<file path="src/rtl/srio_tx_arbiter.sv">
// srio_tx_arbiter: round-robin arbiter that merges NUM_REQ AXI-stream
// sources into a single SRIO transmit stream. Each grant carries up to
// MAX_PKTS whole packets. A grant ends early when the grantee's
// "buffered" flag drops at a packet end.
// Optional feature: define SRIO_ARB_WATCHDOG_EN to abort a grant whose
// source stalls for WDOG_CYCLES cycles.
module srio_tx_arbiter #(
    parameter int DATA_WIDTH  = 64,
    parameter int NUM_REQ     = 4,
    parameter int MAX_PKTS    = 4,
    parameter int WDOG_CYCLES = 1024
) (
    input  logic                            clk,
    input  logic                            reset,
    input  logic [NUM_REQ-1:0]              req_in,
    output logic [NUM_REQ-1:0]              fetch_data_out,
    input  logic [NUM_REQ*DATA_WIDTH-1:0]   s_tdata,
    input  logic [NUM_REQ-1:0]              s_tvalid,
    input  logic [NUM_REQ-1:0]              s_tlast,
    input  logic [NUM_REQ*DATA_WIDTH/8-1:0] s_tkeep,
    output logic [NUM_REQ-1:0]              s_tready,
    output logic [DATA_WIDTH-1:0]           m_tdata,
    output logic [DATA_WIDTH/8-1:0]         m_tkeep,
    output logic                            m_tvalid,
    output logic                            m_tlast,
    input  logic                            m_tready,
    output logic [2:0]                      grant_id_out,
    output logic                            busy,
    output logic                            timeout_err
);

    localparam int KEEP_WIDTH = DATA_WIDTH / 8;

    // Reject parameter values the 3-bit grant index and 8-bit packet
    // counter cannot represent.
    if (NUM_REQ < 2 || NUM_REQ > 8 || MAX_PKTS < 1 || MAX_PKTS > 255 ||
        WDOG_CYCLES < 1 || WDOG_CYCLES > 65535) begin : g_param_check
        $error("srio_tx_arbiter: parameter out of range");
    end

    typedef enum logic [1:0] {
        IDLE,
        XFER,
        RELEASE
    } state_t;

    state_t                  state;
    state_t                  state_next;
    logic [2:0]              grant_id;
    logic [2:0]              last_grant;
    logic [2:0]              win_id;
    logic                    win_found;
    logic [7:0]              pkt_cnt;
    logic                    gnt_req;
    logic                    gnt_valid;
    logic                    gnt_last;
    logic [DATA_WIDTH-1:0]   gnt_data;
    logic [KEEP_WIDTH-1:0]   gnt_keep;
    logic                    pkt_end;
    logic                    grant_done;
    logic                    wdog_hit;

    // Round-robin pick: first requester at or after last_grant+1, with wrap.
    always_comb begin
        win_id    = 3'd0;
        win_found = 1'b0;
        for (int off = 1; off <= NUM_REQ; off++) begin
            for (int j = 0; j < NUM_REQ; j++) begin
                if (!win_found && req_in[j] &&
                    (3'(j) == 3'((int'(last_grant) + off) % NUM_REQ))) begin
                    win_id    = 3'(j);
                    win_found = 1'b1;
                end
            end
        end
    end

    // Extract the granted requester's stream signals and buffered flag.
    always_comb begin
        gnt_req   = 1'b0;
        gnt_valid = 1'b0;
        gnt_last  = 1'b0;
        gnt_data  = '0;
        gnt_keep  = '0;
        for (int i = 0; i < NUM_REQ; i++) begin
            if (grant_id == 3'(i)) begin
                gnt_req   = req_in[i];
                gnt_valid = s_tvalid[i];
                gnt_last  = s_tlast[i];
                gnt_data  = s_tdata[i*DATA_WIDTH +: DATA_WIDTH];
                gnt_keep  = s_tkeep[i*KEEP_WIDTH +: KEEP_WIDTH];
            end
        end
    end

    assign pkt_end    = (state == XFER) && gnt_valid && gnt_last && m_tready;
    assign grant_done = (({1'b0, pkt_cnt} + 9'd1) == 9'(MAX_PKTS)) || !gnt_req;

    // Zero-latency stream mux; everything is quiet outside XFER.
    always_comb begin
        fetch_data_out = '0;
        s_tready       = '0;
        busy           = 1'b0;
        m_tdata        = '0;
        m_tkeep        = '0;
        m_tvalid       = 1'b0;
        m_tlast        = 1'b0;
        if (state == XFER) begin
            busy     = 1'b1;
            m_tdata  = gnt_data;
            m_tkeep  = gnt_keep;
            m_tvalid = gnt_valid;
            m_tlast  = gnt_last;
            for (int i = 0; i < NUM_REQ; i++) begin
                fetch_data_out[i] = (grant_id == 3'(i));
                s_tready[i]       = (grant_id == 3'(i)) && m_tready;
            end
        end
    end

    assign grant_id_out = grant_id;

    // Next-state logic: grants release only on packet boundaries or watchdog.
    always_comb begin
        state_next = state;
        case (state)
            IDLE:    if (win_found) state_next = XFER;
            XFER:    if (wdog_hit || (pkt_end && grant_done)) state_next = RELEASE;
            RELEASE: state_next = IDLE;
            default: state_next = IDLE;
        endcase
    end

    // State, grant bookkeeping and per-grant packet count.
    always_ff @(posedge clk) begin
        if (reset) begin
            state      <= IDLE;
            grant_id   <= 3'd0;
            last_grant <= 3'(NUM_REQ - 1);
            pkt_cnt    <= 8'd0;
        end else begin
            state <= state_next;
            if (state == IDLE && win_found) begin
                grant_id <= win_id;
            end
            if (state == RELEASE) begin
                last_grant <= grant_id;
                pkt_cnt    <= 8'd0;
            end else if (pkt_end) begin
                pkt_cnt <= pkt_cnt + 8'd1;
            end
        end
    end

`ifdef SRIO_ARB_WATCHDOG_EN
    logic [15:0] wdog_cnt;
    logic        timeout_q;

    assign wdog_hit    = (state == XFER) && !gnt_valid &&
                         (wdog_cnt == 16'(WDOG_CYCLES - 1));
    assign timeout_err = timeout_q;

    // Count consecutive stalled XFER cycles; the error pulse lines up with RELEASE.
    always_ff @(posedge clk) begin
        if (reset) begin
            wdog_cnt  <= 16'd0;
            timeout_q <= 1'b0;
        end else begin
            timeout_q <= wdog_hit;
            if (state != XFER || gnt_valid || wdog_hit) begin
                wdog_cnt <= 16'd0;
            end else begin
                wdog_cnt <= wdog_cnt + 16'd1;
            end
        end
    end
`else
    assign wdog_hit    = 1'b0;
    assign timeout_err = 1'b0;
`endif

endmodule
</file>
<file path="config.mk">
export PLATFORM = sky130hd
export DESIGN_NAME = srio_tx_arbiter
export DESIGN_NICKNAME = d
export VERILOG_FILES = /design/src/rtl/srio_tx_arbiter.sv
export SDC_FILE = /design/constraint.sdc
export NUM_CORES = 1
export LEC_CHECK = 0
export CORE_AREA = 10 10 144 146
export DETAILED_ROUTE_END_ITERATION = 12
export DIE_AREA = 0 0 154 156
export MAX_ROUTING_LAYER = met4
export PLACE_DENSITY_LB_ADDON = 0.3
export SYNTH_ARGS = -nofsm -noshare
export SYNTH_HDL_FRONTEND = slang
export SYNTH_SLANG_ARGS = --single-unit
</file>
<file path="constraint.sdc">
create_clock -name clk -period 6.25 [get_ports clk]
set_input_delay 1.25 -clock clk [delete_from_list [all_inputs] [get_ports clk]]
set_output_delay 1.25 -clock clk [all_outputs]
set_load 0.03 [all_outputs]
</file>
==> reports/metrics.csv <==
metric,value,unit
starting density of the core,0.179,
Die H,156,um
Net Sw Power,0.383,mW
clk buf depth,2,
row cnt,49,
htree depth,1,
Vias/cell,4.57,
WL per Instance,24.0,um
post-CTS setup buffer count,0,
clock share of power,0.119,
cell area after layout,0.00730,mm2
worst hold slack,0.531,ns
core area,0.0178,mm2
Port Buffers,387,
"Distinct cells, synth",40,
die width,154,um
"EDFF count, synth",0,
#FFs+latches synth,14,
Post-synth top flop,dfxtp_1,
WS Path Type,in2out,
post-CTS sizing,0,
CTS buffer count,3,
PwrDens,138,mW/mm2
CTS sink count,14,
TritonCTS clock tree,done,
setup ws final,2.03,ns
Iter 0 DRT Violations,188,
Worst VDD drop,102,uV
DRT antenna net count,0,
fin. max-slew vios,0,
vias,4059,
vias in the first global route,4439,
crit path DAT,2.97,ns
Die Area,0.0240,mm2
"Seq/Total Area, Yosys",0.0879,
status,completed,
Final #Nets,961,
pre-CTS setup slack,2.03,ns
Clock Pin Slew Worst Setup and Hold Paths,0.04,ns
Mapped Area,0.00319,mm2
crit end category,primary output,
Post-Route Utilization,0.409,
# DRC,0,
sequential share of power,0.128,
startpoint types,primary input,
Tcrit/Tclk final,0.676,
share of layout cells above drive strength 1,0.133,
Hold Crit Class,reg2reg,
synth top area cells,"mux4_2 (52%), and2_1 (14%), dfxtp_1 (8.8%), xor2_1 (2.5%), nor2_1 (1.9%)",
Synth-to-Final Area Change,129,%
CTS Hold Buffers Added,0,
post-synth top area share,0.516,
ys async rst share,0,
Yosys warnings,0,
initial antenna violation count,4,
Gate Count Post-Synth,294,
crit-path max FO,9,
Slew headroom,0.246,
Net Sw Frac,0.379,
Sum Neg Setup Slack,0,ns
Synth area leader,mux4_2,
"Req. time, crit path",5.00,ns
largest net degree at the start of global routing,77,
top cells by instance count after synthesis,"and2_1 (73), mux4_2 (73), nor2_1 (16)",
gr usage total,0.171,
first-pass GRT wire length,30900,um
Final Hold Fails,0,
GPL Wtd Cong,0.894,
Comb power frac,0.753,
IO Count,390,
routed wire length,21300,um
Max-cap violations,0,
cell-internal power,0.626,mW
DPL Wire Length,18400,um
DRT Pass-1 Iters,4,
RSZ-0062 raised after global routing,no,
Slew @ Worst Pin,1.13,ns
Max Clk Rate,0.237,GHz
grt ovf,0,
crit path time final,4.22,ns
dpl cell area,0.00721,mm2
Worst Clk Skew,0.00236,ns
Post-Syn Area per Cell,10.8,um2
Worst-Skew Late Latency,0.24,ns
CTS root buf,clkbuf_16,
endpoints failing setup,0,
P_leak,2.51,nW
## cell usage in the layout, fill, tap and decap left out, types with 2 or more instances in the layout
cell type	netlist	final
clkdlybuf4s50_1	0	387
mux4_2	73	73
and2_1	73	73
nor2_1	16	16
dfxtp_1	14	12
nand2_1	9	9
xor2_1	9	9
nand2b_1	8	8
nor3_1	8	8
nand3_1	7	7
diode_2	0	4
mux2i_1	4	4
a21oi_1	4	4
nor3b_1	3	3
inv_1	4	3
o21ai_0	3	3
clkbuf_16	0	3
and3_1	2	2
nand3b_1	2	2
xnor2_1	2	2
a31oi_1	2	2
ha_1	2	2
conb_1	1	2
dfxtp_4	0	2
## per-layer routing
| metal | GRT usage | routed length, um | vias up |
|---|---|---|---|
| met4 | 0.0252 | 193 | 0 |
| met1 | 0.179 | 7670 | 2024 |
| met5 | - | 0 | - |
| met3 | 0.0375 | 1360 | 10 |
| li1 | - | - | 1860 |
| met2 | 0.325 | 12100 | 165 |
## kinds of logic after synthesis
| kind of cell | after synthesis | synth area share |
|---|---|---|
| compound gates | 16 | 0.0369 |
| xor+xnor | 11 | 0.0302 |
| fa+ha+maj | 2 | 0.00785 |
| buf+inv | 37 | 0.0589 |
| flops | 14 | 0.0879 |
| mux | 78 | 0.532 |
| other cells | 1 | 0.00118 |
| simple gates | 135 | 0.245 |
## flip-flops by register name, summed over array words and instances, names as in the netlist
register / cells
last_grant: 2
pkt_cnt: 8
state: 2
grant_id_out: 2
## cell type report
| cell class | instances | area [um2] |
|---|---|---|
| Multi-Input combinational cell | 244 | 2720 |
| Antenna cell | 4 | 10.0 |
| Tap cell | 229 | 287 |
| Inverter | 4 | 15.0 |
| Timing Repair Buffer | 389 | 3900 |
| Fill cell | 1709 | 10500 |
| Clock buffer | 3 | 75.1 |
| Clock inverter | 1 | 3.75 |
| Sequential cell | 14 | 288 |
## through the flow
stage / instances / power, mW
after floorplan: 295 / 0.530
after global placement: 880 / 0.888
after detailed placement: 880 / 0.898
after CTS: 884 / 1.02
after global routing: 888 / 1.06
final: 888 / 1.01
## power by group through the flow
stage | combinational [mW] | sequential (mW) | clock [mW]
after floorplan | 0.428 | 0.102 | 0
after global placement | 0.757 | 0.131 | 0
after detailed placement | 0.765 | 0.133 | 0
after CTS | 0.769 | 0.131 | 0.122
after global routing | 0.804 | 0.135 | 0.126
final | 0.760 | 0.129 | 0.120
## worst paths after layout
path,cells past startpoint,start,end,slack (ns)
hold / removal,2,pkt_cnt[1],pkt_cnt[1],0.53
setup / recovery,4,s_tvalid[3],m_tvalid,2.03
hold reg to reg,2,pkt_cnt[1],pkt_cnt[1],0.53
setup reg to reg,6,grant_id_out[1],state[1],3.77
## critical path: stages
cell and delay (ns):
clkdlybuf4s50_1 0.42, mux4_2 0.47, and2_4 0.21, clkdlybuf4s50_1 0.61
(Power assumes the default switching activity.)
